`src/rtl/ir_nec_decoder.sv`:
```
// NEC infrared remote frame decoder.
// Times falling edges in prescaled ticks; decodes leader, 32 data bits and repeat codes.
module ir_nec_decoder #(
  parameter int TICK_DIV = 120,
  parameter int LEAD_MIN = 1300,
  parameter int LEAD_MAX = 1400,
  parameter int RPT_MIN  = 1080,
  parameter int RPT_MAX  = 1170,
  parameter int ZERO_MIN = 100,
  parameter int ZERO_MAX = 125,
  parameter int ONE_MIN  = 210,
  parameter int ONE_MAX  = 240,
  parameter int TIMEOUT  = 1500
) (
  input  logic        clk,
  input  logic        rst,
  input  logic        neg_edge,
  output logic [15:0] ir_addr,
  output logic [7:0]  ir_cmd,
  output logic        frame_valid,
  output logic        repeat_valid,
  output logic        frame_err,
  output logic        busy
);

  typedef enum logic [1:0] {IDLE, SYNC, DATA} state_t;

  localparam int PW = (TICK_DIV > 1) ? $clog2(TICK_DIV) : 1;
  localparam logic [PW-1:0] PRE_TOP = PW'(TICK_DIV - 1);
  localparam logic [10:0] T_LMIN = 11'(LEAD_MIN);
  localparam logic [10:0] T_LMAX = 11'(LEAD_MAX);
  localparam logic [10:0] T_RMIN = 11'(RPT_MIN);
  localparam logic [10:0] T_RMAX = 11'(RPT_MAX);
  localparam logic [10:0] T_ZMIN = 11'(ZERO_MIN);
  localparam logic [10:0] T_ZMAX = 11'(ZERO_MAX);
  localparam logic [10:0] T_OMIN = 11'(ONE_MIN);
  localparam logic [10:0] T_OMAX = 11'(ONE_MAX);
  localparam logic [10:0] T_TO   = 11'(TIMEOUT);

  state_t        state, state_d;
  logic [PW-1:0] presc;
  logic [10:0]   ival;
  logic          tick, tmo;
  logic [31:0]   shreg, shreg_d, sh_shift;
  logic [4:0]    bcnt, bcnt_d;
  logic          have, have_d;
  logic [15:0]   addr_d;
  logic [7:0]    cmd_d;
  logic          fv_d, rv_d, fe_d;
  logic          is_lead, is_rpt, is_zero, is_one, chk_ok;

  assign tick = (presc == PRE_TOP);
  assign tmo  = (ival == T_TO);

  // ival saturates, so an edge after a long gap sees TIMEOUT
  always_ff @(posedge clk or posedge rst) begin
    if (rst) begin
      presc <= '0;
      ival  <= '0;
    end else if (neg_edge) begin
      presc <= '0;
      ival  <= '0;
    end else begin
      presc <= tick ? '0 : presc + PW'(1);
      if (tick && !tmo)
        ival <= ival + 11'd1;
    end
  end

  assign is_lead = (ival >= T_LMIN) && (ival <= T_LMAX);
  assign is_rpt  = (ival >= T_RMIN) && (ival <= T_RMAX);
  assign is_zero = (ival >= T_ZMIN) && (ival <= T_ZMAX);
  assign is_one  = (ival >= T_OMIN) && (ival <= T_OMAX);

  assign sh_shift = {is_one, shreg[31:1]};
  assign chk_ok   = (sh_shift[31:24] == ~sh_shift[23:16]);

  always_comb begin
    state_d = state;
    shreg_d = shreg;
    bcnt_d  = bcnt;
    have_d  = have;
    addr_d  = ir_addr;
    cmd_d   = ir_cmd;
    fv_d    = 1'b0;
    rv_d    = 1'b0;
    fe_d    = 1'b0;
    unique case (state)
      IDLE: begin
        if (neg_edge)
          state_d = SYNC;
      end
      SYNC: begin
        if (neg_edge) begin
          unique case (1'b1)
            is_lead: begin
              state_d = DATA;
              bcnt_d  = '0;
            end
            is_rpt: begin
              rv_d    = have;
              state_d = IDLE;
            end
            default: ;
          endcase
        end else if (tmo) begin
          state_d = IDLE;
        end
      end
      DATA: begin
        if (neg_edge) begin
          if (is_zero || is_one) begin
            shreg_d = sh_shift;
            bcnt_d  = bcnt + 5'd1;
            if (bcnt == 5'd31) begin
              state_d = IDLE;
              if (chk_ok) begin
                addr_d = sh_shift[15:0];
                cmd_d  = sh_shift[23:16];
                fv_d   = 1'b1;
                have_d = 1'b1;
              end else begin
                fe_d   = 1'b1;
                have_d = 1'b0;
              end
            end
          end else begin
            fe_d    = 1'b1;
            state_d = SYNC;
          end
        end else if (tmo) begin
          fe_d    = 1'b1;
          have_d  = 1'b0;
          state_d = IDLE;
        end
      end
      default: state_d = IDLE;
    endcase
  end

  always_ff @(posedge clk or posedge rst) begin
    if (rst) begin
      state        <= IDLE;
      shreg        <= '0;
      bcnt         <= '0;
      have         <= 1'b0;
      ir_addr      <= '0;
      ir_cmd       <= '0;
      frame_valid  <= 1'b0;
      repeat_valid <= 1'b0;
      frame_err    <= 1'b0;
    end else begin
      state        <= state_d;
      shreg        <= shreg_d;
      bcnt         <= bcnt_d;
      have         <= have_d;
      ir_addr      <= addr_d;
      ir_cmd       <= cmd_d;
      frame_valid  <= fv_d;
      repeat_valid <= rv_d;
      frame_err    <= fe_d;
    end
  end

  assign busy = (state == SYNC) || (state == DATA);

endmodule

```
`config.mk`:
```
export PLATFORM = sky130hd
export DESIGN_NAME = ir_nec_decoder
export DESIGN_NICKNAME = d
export VERILOG_FILES = /design/src/rtl/ir_nec_decoder.sv
export SDC_FILE = /design/constraint.sdc
export NUM_CORES = 1
export LEC_CHECK = 0
export BUFFER_PORTS_ARGS = -buffer_cell sky130_fd_sc_hd__buf_2
export CAP_MARGIN = 20
export CELL_PAD_IN_SITES_DETAIL_PLACEMENT = 0
export CELL_PAD_IN_SITES_GLOBAL_PLACEMENT = 1
export CORE_MARGIN = 5
export CORE_UTILIZATION = 40
export DETAILED_ROUTE_END_ITERATION = 16
export PLACE_DENSITY_LB_ADDON = 0.25
export SLEW_MARGIN = 10
export SYNTH_ARGS = -nofsm -noshare
export SYNTH_HDL_FRONTEND = slang
export SYNTH_SLANG_ARGS = --single-unit
```
`constraint.sdc`:
```
create_clock -name clk -period 2.75 [get_ports clk]
set_clock_uncertainty 0.1 [all_clocks]
set_input_delay 0.55 -clock clk [delete_from_list [all_inputs] [get_ports clk]]
set_output_delay 0.55 -clock clk [all_outputs]
set_load 0.01 [all_outputs]
```
Word level (Yosys, flattened, before mapping). Index checks and enable logic that the tools add are counted.

Flip-flop bits (word level): 85. Output and inout bits: 28.

Reductions and logical operators: 17. Equality and inequality tests: 15. Mux-type cells: 35. Add/subtract/negate cells: 3. $lt $le $gt $ge: 8. Bitwise operators: 1.

Operators by type and width (number): $ge A11 B11 Y1 const B (2); $le A11 B11 Y1 const B (2); $mux W11 (2); $mux W5 (4); $mux W1 (18); $mux W7 (2); $mux W2 (6); $add A11 B1 Y11 const B (1); $eq A11 B11 Y1 const B (1); $ge A11 B7 Y1 const B (1); $ge A11 B8 Y1 const B (1); $le A11 B7 Y1 const B (1); $le A11 B8 Y1 const B (1); $ne A2 B2 Y1 const B (5); $pmux W5 S2 (1); $reduce_and A5 Y1 (2); $eq A8 B8 Y1 (1); $ne A4 B4 Y1 const B (2); $not A8 Y8 (1); $add A7 B1 Y7 const B (1); $eq A7 B7 Y1 const B (1); $pmux W2 S3 (1); $reduce_and A3 Y1 (2); $reduce_bool A2 Y1 (3); other kinds (11) (17).

Depth between registers and ports, before layout. Gate-level depths: netlist of run 1.

Depth in word-level cells: 8. Gate-level depth with buffers: 9. Gate-level depth less buffers: 8.

Worst setup path after synthesis of run 1. No wires, ideal clock.

Kind: register -> register. Start: register ival[2]. End: register ir_addr[0]. Arrival time: 2.186 ns. Period minus slack after synthesis: 2.411 ns. Slack: 0.339 ns. Cell stages (with the launch flop): 10. Required time: 2.525 ns. Library setup time: 0.125 ns. Cell sequence: dfrtp_1 -> buf_6 -> nor4_2 -> o211ai_1 -> nor3_1 -> a21oi_1 -> or4_1 -> buf_6 -> buf_12 -> mux2_4.

Word-level cells in the longest chain between the ends: 4.

RTL lines: start: declaration (line 42) `logic [10:0] ival;`; start signal: assignment (line 66) `ival <= ival + 11'd1;`; $ge A11 B8 Y1, or another cell as far along (line 73) `assign is_one = (ival >= T_OMIN) && (ival <= T_OMAX);`; $logic_and A1 B1 Y1, on equally long branches (line 73, 72); $eq A8 B8 Y1 or $logic_or A1 B1 Y1 (tied branches) (line 76, 112); $reduce_and A5 Y1 (no source line) *; end signal: assignment (line 157) `ir_addr <= addr_d;`; end: declaration (line 18) `output logic [15:0] ir_addr,`.

Mark *: on every way between the ends. The rest lies on a longest branch, timed or not. A chain may end at the register's enable or synchronous reset.

Worst setup path in the final report of run 1.
Start: register ival[10]. End: register ir_addr[12].

Same word-level chain as after synthesis.

==> results of run 1 <==
==> per-layer routing <==
metal / share of wire (%) / up-vias / track usage (%) / wire [um]
li1: - / 1177 / - / -
met1: 47 / 1232 / 17.6 / 3240
met2: 47 / 29 / 20.2 / 3220
met3: 3.8 / 7 / 3.55 / 261
met4: 1.5 / 0 / 4.81 / 102
met5: 0 / - / 0 / 0
==> registers in the layout (all words and copies together), names as in the netlist <==
signal / flops
repeat_valid: 1
ival: 11
ir_addr: 16
state: 2
bcnt: 5
frame_valid: 1
have: 1
frame_err: 1
ir_cmd: 8
presc: 7
shreg: 31
==> power by group through the flow <==
stage | Clock [uW] | Sequential [uW] | Combinational (uW)
floorplan | 0 | 1290 | 133
global placement | 0 | 1290 | 188
detailed placement | 0 | 1290 | 189
CTS | 942 | 1270 | 191
global route | 990 | 1270 | 221
finish | 896 | 1270 | 185
==> final cells by class <==
type	count	area share [%]
flip-flops and latches	84	47.1
multi-input cells	200	37.8
repair buffers	41	6.05
well taps	133	3.73
clock buffers	10	2.86
clock inverters	6	1.60
inverters	10	0.925
==> worst paths after layout <==
path / endpoint / from / slack (ns)
worst min register to register: presc[0]$_DFF_PP0_ / presc[0]$_DFF_PP0_ / 0.36
worst max-delay path: ir_addr[12]$_DFFE_PP0P_ / ival[10]$_DFFE_PP0P_ / 0.16
worst max register to register: ir_addr[12]$_DFFE_PP0P_ / ival[10]$_DFFE_PP0P_ / 0.16
min in group clk: presc[0]$_DFF_PP0_ / presc[0]$_DFF_PP0_ / 0.36
max in group asynchronous: ir_addr[10]$_DFFE_PP0P_ / rst / 1.75
worst min-delay path: ir_cmd[6]$_DFFE_PP0P_ / rst / 0.13
==> through the flow <==
stage	util, %	hold WS (ns)	worst slack, ns	cell area, um^2	std cells
6_report	46.1	0.127	0.161	4470	484
5_1_grt	46.1	0.157	0.0452	4470	484
4_1_cts	46.1	0.124	0.170	4470	484
3_5_place_dp	44.1	0.351	0.191	4270	468
3_3_place_gp	44.1	0.341	0.204	4270	468
2_1_floorplan	-	0.324	0.339	3950	307
==> cell usage in the layout (no fill, tap or decap), drive strengths merged, types with 2 or more instances in the layout <==
master    synthesis  layout
a21oi             9       9
and2              2       2
and3              3       3
buf              11      41
clkbuf            2      10
clkinvlp          0       2
dfrtp            84      84
ha               10      10
inv              10      12
mux2             55      55
mux2i             2       2
nand2             6       6
nand2b            3       3
nand3             6       6
nand4             7       7
nand4b            2       2
nor2             24      24
nor3              6       6
nor3b             2       2
nor4              4       4
nor4b             2       2
o21a              2       2
o21ai             6       6
o221ai            3       3
o22ai             2       2
or2               2       2
or3               6       6
or4               3       3
xnor2            10      10
xor2             10      10
==> critical path, stage by stage, from the launching register on <==
cell and delay [ns]:
dfrtp_1 0.45, nor4b_4 0.33, nand4_1 0.19, nor2_1 0.20, a21oi_1 0.08, or4_1 0.58
buf_12 0.22, mux2_4 0.31
==> cell families (layout without fill, tap and decap cells) <==
logic type,after synthesis,count (layout),share of synthesized area [%]
simple gates,82,82,12.0
fa+ha+maj,10,10,3.17
flops,84,84,53.3
xor+xnor,20,20,4.44
mux,57,57,17.9
compound gates,31,31,5.21
buf+inv,23,67,3.87
==> results.md, run 1 <==
- # setup viols final: 0
- Final hold viol count: 0
- Dpl hpwl: 4630 um
- Setup crit start kind: register
- Synth Warn #: 0
- Vias per cell: 5.05
- Die width: 109 um
- IO Pins: 31
- Fill count: 924
- Sink Count: 84
- Clock root buffer: clkbuf_8
- Via count: 2445
- Post-synth top area share: 53.3%
- Core Rows: 36
- Post-Syn Nets: 320
- VDD IR-drop max: 214 uV
- Clock slew at reported path FFs: 0.09 ns
- Status: finished, final reports clean
- Worst EP arrival: 2.73 ns
- RSZ-0062 raised after global routing: false
- Minimum clock period: 2.59 ns
- Cell Int Power: 1760 uW
- Reg area: 2100 um^2
- Cts bufs inserted: 9
- Synth async-reset ratio: 100%
- Routed WL: 6820 um
- Area growth from synthesis to layout: 13.3%
- Synthesized flop and latch total: 84
- Longest Clk Path Bufs: 2
- Most frequent cell after synthesis: dfrtp_1
- Slew headroom: 58.8%
- Clock H-tree levels: 3
- Die Y: 109 um
- Detailed-route DRC error count: 0
- CORE AREA: 9680 um^2
- Switching part of the total power: 25.2%
- Setup bufs post-CTS: 0
- Yosys cell types: 51
- Net Sw Power: 593 uW
- Total track usage: 13.1%
- Port Buffer Count: 30
- Comb power frac: 7.9%
- Leakage: 0.00228 uW
- Drt pass-1 iters: 4
- Setup TNS: 0 ns
- Pwr Total: 2350 uW
- Max-Cap Viols: 0
- Final Max Tran Viols: 0
- Antenna diodes: 0
- Clk_lat worst skew: 0.36 ns
- Crit path max fanout: 25
- Hold Buf Count CTS: 0
- GP Congestion: 0.780
- Share of layout cells above drive strength 1: 34.5%
- Synth area leaders: dfrtp_1, mux2_2, mux2_4, ha_1, nor2_1
- Tightest Pin Transition: 0.614 ns
- Reg power frac: 54.0%
- Post-cts sizing count: 0
- CTS tree: built
- Synth top cells by count: dfrtp_1, mux2_2, nor2_1
- Cells after synthesis: 307
- Reg2reg path depth: 7
- Die area: 11900 um^2
- Final net count: 359
- Min-delay worst type: input pin to asynchronous set/reset pin
- Cell taking the most area after synthesis: dfrtp_1
- Pwr/cell area: 526 nW/um^2
- Initial antenna violation count: 0
- Worst EP required: 2.89 ns
- Period utilization: 94.1%
- Post-synthesis sequential area ratio: 53.3%
- Top FF cell, synth: dfrtp_1
- Area of the multi-input gates: 1690 um^2
- Part of the power in the clock network: 38.1%
- Congestion Overflow GR: 0
- Vias in the first global route: 2489
- Largest net degree at the start of global routing: 62
- CP Capture Type: register
- Global-route wire length before repair: 12200 um
- Cell Area, Synth: 3940 um^2
- Initial detailed-routing violation count: 66
- FMAX: 0.386 GHz
- Crit path kind: register to register
- Starting density of the core: 40.7%
- Routed Antenna Nets: 0
- Syn Area/Cell: 12.8 um^2
- DR WL/cell: 14.1 um
- EDFF count, synth: 0
No activity file was read; power rests on OpenSTA's default activity.
==> inputs of run 2 (changes only) <==
Settings changed: BUFFER_PORTS_ARGS -buffer_cell sky130_fd_sc_hd__buf_2 to default, DONT_BUFFER_PORTS from default to 1.
==> run 2 against run 1 <==
  * Via count shrank 5.2%
  * Critical endpoint is now ir_addr[2]$_DFFE_PP0P_
  * Die area is the same
  * Sequential share of layout area grew 2.1 points
  * Total power shrank 3.1%
  * Maximum frequency grew 2.5%
  * Utilization shrank 2.0 points
  * Final cell count shrank 7.0%
==> results.md, run 2 (synthesis gave the netlist of run 1 again) <==
- Die Y: 109 um (unchanged)
- Post-cts sizing count: 0 (unchanged)
- Setup crit start kind: register (unchanged)
- Vias per cell: 5.15 (was 5.05)
- Pwr Total: 2280 uW (was 2350 uW)
- Hold Buf Count CTS: 0 (unchanged)
- Global-route wire length before repair: 11300 um (was 12200 um)
- Clock H-tree levels: 3 (unchanged)
- Crit path kind: register to register (unchanged)
- CTS tree: built (unchanged)
- Worst EP required: 2.88 ns (was 2.89 ns)
- VDD IR-drop max: 193 uV (was 214 uV)
- Largest net degree at the start of global routing: 57 (was 62)
- Congestion Overflow GR: 0 (unchanged)
- # setup viols final: 0 (unchanged)
- Vias in the first global route: 2289 (was 2489)
- Max reg flops: 31 (unchanged)
- Leakage: 0.00209 uW (was 0.00228 uW)
- Clock root buffer: clkbuf_8 (unchanged)
- Reg with most FFs: shreg (unchanged)
- Initial antenna violation count: 0 (unchanged)
- Setup slack, reg-to-reg: 0.23 ns (was 0.16 ns)
- Period utilization: 91.8% (was 94.1%)
- Clock slew at reported path FFs: 0.08 ns (was 0.09 ns)
- Max-Cap Viols: 0 (unchanged)
- Initial detailed-routing violation count: 56 (was 66)
- GP Congestion: 0.813 (was 0.780)
- Status: finished, final reports clean (unchanged)
- Antenna diodes: 0 (unchanged)
- Tightest Pin Transition: 0.666 ns (was 0.614 ns)
- Setup TNS: 0 ns (unchanged)
- Minimum clock period: 2.52 ns (was 2.59 ns)
- Via count: 2317 (was 2445)
- Cts bufs inserted: 9 (unchanged)
- Worst EP arrival: 2.66 ns (was 2.73 ns)
- Setup bufs post-CTS: 0 (unchanged)
- Final hold viol count: 0 (unchanged)
- Total track usage: 12.1% (was 13.1%)
- Area growth from synthesis to layout: 8.51% (was 13.3%)
- WHS: 0.0625 ns (was 0.127 ns)
- Pwr/cell area: 532 nW/um^2 (was 526 nW/um^2)
- Die area: 11900 um^2 (unchanged)
- Final net count: 326 (was 359)
- FMAX: 0.396 GHz (was 0.386 GHz)
- Routed WL: 6580 um (was 6820 um)
- Clk_lat worst skew: 0.35 ns (was 0.36 ns)
- Min-delay worst type: input pin to asynchronous set/reset pin (unchanged)
- Die width: 109 um (unchanged)
- Reg area: 2100 um^2 (unchanged)
- CP Capture Type: register (unchanged)
- Drt pass-1 iters: 5 (was 4)
- Fill count: 900 (was 924)
- Routed Antenna Nets: 0 (unchanged)
- Crit path max fanout: 26 (was 25)
- Core Rows: 36 (unchanged)
- Port Buffer Count: 0 (was 30)
- Dpl hpwl: 4520 um (was 4630 um)
- Leading cell type in the layout, fill and taps excluded: dfrtp_1 (unchanged)
- Slew headroom: 55.5% (was 58.8%)
- Detailed-route DRC error count: 0 (unchanged)
- Final Max Tran Viols: 0 (unchanged)
- Largest regs: shreg x31, ir_addr x16, ival x11 (unchanged)
- IO Pins: 31 (unchanged)
- CORE AREA: 9680 um^2 (unchanged)
- Sink Count: 84 (unchanged)
- Area of the multi-input gates: 1690 um^2 (unchanged)
- DR WL/cell: 14.6 um (was 14.1 um)
- Share of layout cells above drive strength 1: 27.1% (was 34.5%)
- RSZ-0062 raised after global routing: false (unchanged)
- Longest Clk Path Bufs: 2 (unchanged)
- Most frequent cells in the layout: dfrtp_1, mux2_2, nor2_1, mux2_4 (was dfrtp_1, mux2_2, buf_2, nor2_1, mux2_4)
- Starting density of the core: 40.7% (unchanged)
run 2: final timing paths:
| check | from | endpoint | depth (start not counted) |
|---|---|---|---|
| max | ival[10]$_DFFE_PP0P_ | ir_addr[2]$_DFFE_PP0P_ | 7 |
| min | rst | ir_cmd[4]$_DFFE_PP0P_ | 1 |
| max reg2reg | ival[10]$_DFFE_PP0P_ | ir_addr[2]$_DFFE_PP0P_ | 7 |
| min reg2reg | presc[0]$_DFF_PP0_ | presc[0]$_DFF_PP0_ | 1 |
| max in group asynchronous | rst | ival[3]$_DFFE_PP0P_ | 2 |
| min in group clk | neg_edge | ival[8]$_DFFE_PP0P_ | 1 |
run 2: worst max-delay path, stage by stage (launching register included):
cell and delay [ns]:
dfrtp_1 0.45, nor4b_4 0.32, nand4_1 0.19, nor2_1 0.19
a21oi_1 0.08, or4_1 0.56, buf_12 0.21, mux2_4 0.30
run 2: area by class of cell:
class,count,share of cell area (%)
well taps,133,3.89
flip-flops and latches,84,49.2
multi-input cells,200,39.4
repair buffers,8,2.28
inverters,10,0.965
clock inverters,4,1.20
clock buffers,11,3.07
run 2: power breakdown:
group | switching, uW | internal [uW] | leakage (uW) | total, uW
Clock | 422 | 416 | 0.0000894 | 838
Combinational | 101 | 64.9 | 0.000834 | 166
Sequential | 18.1 | 1250 | 0.00117 | 1270
run 2: through the flow:
| stage | worst slack (ns) | cell area, um^2 | util (%) | cells |
|---|---|---|---|---|
| 2_1_floorplan | 0.339 | 3950 | - | 307 |
| 3_3_place_gp | 0.223 | 4090 | 42.3 | 435 |
| 3_5_place_dp | 0.230 | 4090 | 42.3 | 435 |
| 4_1_cts | 0.217 | 4280 | 44.2 | 450 |
| 5_1_grt | 0.0681 | 4280 | 44.2 | 450 |
| 6_report | 0.225 | 4280 | 44.2 | 450 |
run 2: per-layer routing:
layer / GRT usage (%) / up-vias / routed length, um
met4: 4.81 / 0 / 88
met1: 16.4 / 1167 / 3230
met5: 0 / - / 0
met2: 18.2 / 28 / 3010
li1: - / 1116 / -
met3: 3.61 / 6 / 251
==> inputs of run 3 (changes only) <==
Settings changed: CAP_MARGIN 20 to default, CELL_PAD_IN_SITES_DETAIL_PLACEMENT 0 to 1.
==> run 3 against run 2 <==
  * Global-route usage grew 1.5 points
  * Utilization grew 0.19 points
  * Non-clock buffer count is the same
  * Design area grew 0.44%
  * Combinational power grew 2%
  * Sequential power is essentially flat
  * Wire length grew 11%
  * Total power grew 2.5%
  * Register-to-register slack lost 0.02 ns
  * Hold slack lost 0.0090 ns
  * Via count grew 2.2%
  * Largest power group unchanged
  * Highest routed layer unchanged
==> results.md, run 3 (synthesis gave the netlist of run 1 again) <==
- Post-place setup slack: 0.202 ns (was 0.230 ns)
- Vias per cell: 5.25 (was 5.15)
- Final net count: 326 (unchanged)
- Starting density of the core: 40.7% (unchanged)
- Net Sw Power: 565 uW (was 542 uW)
- VDD IR-drop max: 244 uV (was 193 uV)
- Via count: 2367 (was 2317)
- Largest net degree at the start of global routing: 57 (unchanged)
- Clock slew at reported path FFs: 0.09 ns (was 0.08 ns)
- Die width: 109 um (unchanged)
- Minimum clock period: 2.55 ns (was 2.52 ns)
- Leading cell type in the layout, fill and taps excluded: dfrtp_1 (unchanged)
- Routed WL: 7300 um (was 6580 um)
- Most frequent cells in the layout: dfrtp_1, mux2_2, nor2_1, mux2_4 (unchanged)
- Clock H-tree levels: 3 (unchanged)
- Reg power frac: 54.5% (was 55.9%)
- Final Util: 44.4% (was 44.2%)
- Final Max Tran Viols: 0 (unchanged)
- Vias in the first global route: 2510 (was 2289)
- Longest Clk Path Bufs: 2 (unchanged)
- Die Y: 109 um (unchanged)
- Dpl hpwl: 5180 um (was 4520 um)
- Period utilization: 92.6% (was 91.8%)
- Max-Cap Viols: 0 (unchanged)
- FMAX: 0.393 GHz (was 0.396 GHz)
- Reg with most FFs: shreg (unchanged)
- Routed Antenna Nets: 0 (unchanged)
- Comb power frac: 7.3% (about the same)
- Core Rows: 36 (unchanged)
- Congestion Overflow GR: 0 (unchanged)
- Initial detailed-routing violation count: 86 (was 56)
- Cts bufs inserted: 9 (unchanged)
- Final instance area: 4300 um^2 (was 4280 um^2)
- Detailed-route DRC error count: 0 (unchanged)
- Part of the power in the clock network: 38.2% (was 36.8%)
- Die area: 11900 um^2 (unchanged)
- Port Buffer Count: 0 (unchanged)
- Worst EP arrival: 2.69 ns (was 2.66 ns)
- Worst EP required: 2.89 ns (was 2.88 ns)
- Leakage: 0.00210 uW (was 0.00209 uW)
- Setup TNS: 0 ns (unchanged)
- Min-delay worst type: input pin to asynchronous set/reset pin (unchanged)
- Setup crit start kind: register (unchanged)
- Final hold viol count: 0 (unchanged)
- Post-cts sizing count: 0 (unchanged)
- Antenna diodes: 0 (unchanged)
- Pwr/cell area: 543 nW/um^2 (was 532 nW/um^2)
- Share of layout cells above drive strength 1: 27.7% (was 27.1%)
- DR WL/cell: 16.2 um (was 14.6 um)
- Global-route wire length before repair: 12700 um (was 11300 um)
- Clk_lat worst skew: 0.35 ns (about the same)
- Placed inst area: 4090 um^2 (unchanged)
- Switching part of the total power: 24.2% (was 23.8%)
- Clock root buffer: clkbuf_8 (unchanged)
- Hold Buf Count CTS: 0 (unchanged)
- # placed instances: 435 (unchanged)
- Tightest Pin Transition: 0.677 ns (was 0.666 ns)
- Status: finished, final reports clean (unchanged)
- Fin cells: 451 (was 450)
- CP Capture Type: register (unchanged)
- Cell Int Power: 1770 uW (was 1730 uW)
- Max reg flops: 31 (unchanged)
- Drt pass-1 iters: 4 (was 5)
- Total track usage: 13.6% (was 12.1%)
- Setup slack, reg-to-reg: 0.20 ns (was 0.23 ns)
- Area growth from synthesis to layout: 8.98% (was 8.51%)
- Slew headroom: 54.8% (was 55.5%)
- Crit path max fanout: 26 (unchanged)
- GP Congestion: 0.813 (unchanged)
- Largest regs: shreg x31, ir_addr x16, ival x11 (unchanged)
- Sink Count: 84 (unchanged)
- Reg2reg path depth: 7 (unchanged)
- IO Pins: 31 (unchanged)
- Setup bufs post-CTS: 0 (unchanged)
- CORE AREA: 9680 um^2 (unchanged)
- Initial antenna violation count: 0 (unchanged)
- Crit path kind: register to register (unchanged)
- Final worst slack: 0.203 ns (was 0.225 ns)
- CTS tree: built (unchanged)
- # setup viols final: 0 (unchanged)
- RSZ-0062 raised after global routing: false (unchanged)
[run 3: metal layers]
| metal | part of all wire [%] | wire, um | global-route usage [%] | vias to the layer above |
|---|---|---|---|---|
| met5 | 0 | 0 | 0 | - |
| met4 | 1.6 | 115 | 5.34 | 0 |
| met3 | 3.9 | 287 | 3.79 | 12 |
| met2 | 49 | 3570 | 21.9 | 30 |
| met1 | 46 | 3320 | 17.4 | 1222 |
| li1 | - | - | - | 1103 |
[run 3: power groups by stage]
stage / combinational (uW) / clock (uW) / sequential [uW]
after global placement: 172 / 0 / 1290
after CTS: 174 / 928 / 1270
after detailed placement: 174 / 0 / 1300
after floorplan: 133 / 0 / 1290
final: 170 / 890 / 1270
after global routing: 195 / 983 / 1270
[run 3: path summary, 6_finish.rpt]
kind,startpoint,to
max in group asynchronous,rst,ir_addr[9]$_DFFE_PP0P_
min,rst,ir_addr[6]$_DFFE_PP0P_
min reg2reg,presc[0]$_DFF_PP0_,presc[0]$_DFF_PP0_
max,ival[6]$_DFFE_PP0P_,ir_addr[13]$_DFFE_PP0P_
min in group clk,neg_edge,ival[8]$_DFFE_PP0P_
max reg2reg,ival[6]$_DFFE_PP0P_,ir_addr[13]$_DFFE_PP0P_
[run 3: area by class of cell]
type                    instances  area, um^2
inverters                      10        41.3
repair buffers                  8        97.6
flip-flops and latches         84        2100
well taps                     133         166
fillers                      1011        5390
multi-input cells             200        1690
clock buffers                  11         141
clock inverters                 5        60.1
[run 3: worst max-delay path, cell delays in order (launching register included)]
cell,delay [ns]
dfrtp_1,0.50
nor4b_4,0.28
nand4_1,0.19
nor2_1,0.19
a21oi_1,0.08
or4_1,0.56
buf_12,0.21
mux2_4,0.31
[run 3: per-stage QoR]
stage               power [uW]  hold WS (ns)
floorplan                 1420         0.324
global placement          1470         0.345
detailed placement        1470         0.359
CTS                       2370        0.0548
global route              2450        0.0879
finish                    2330        0.0534
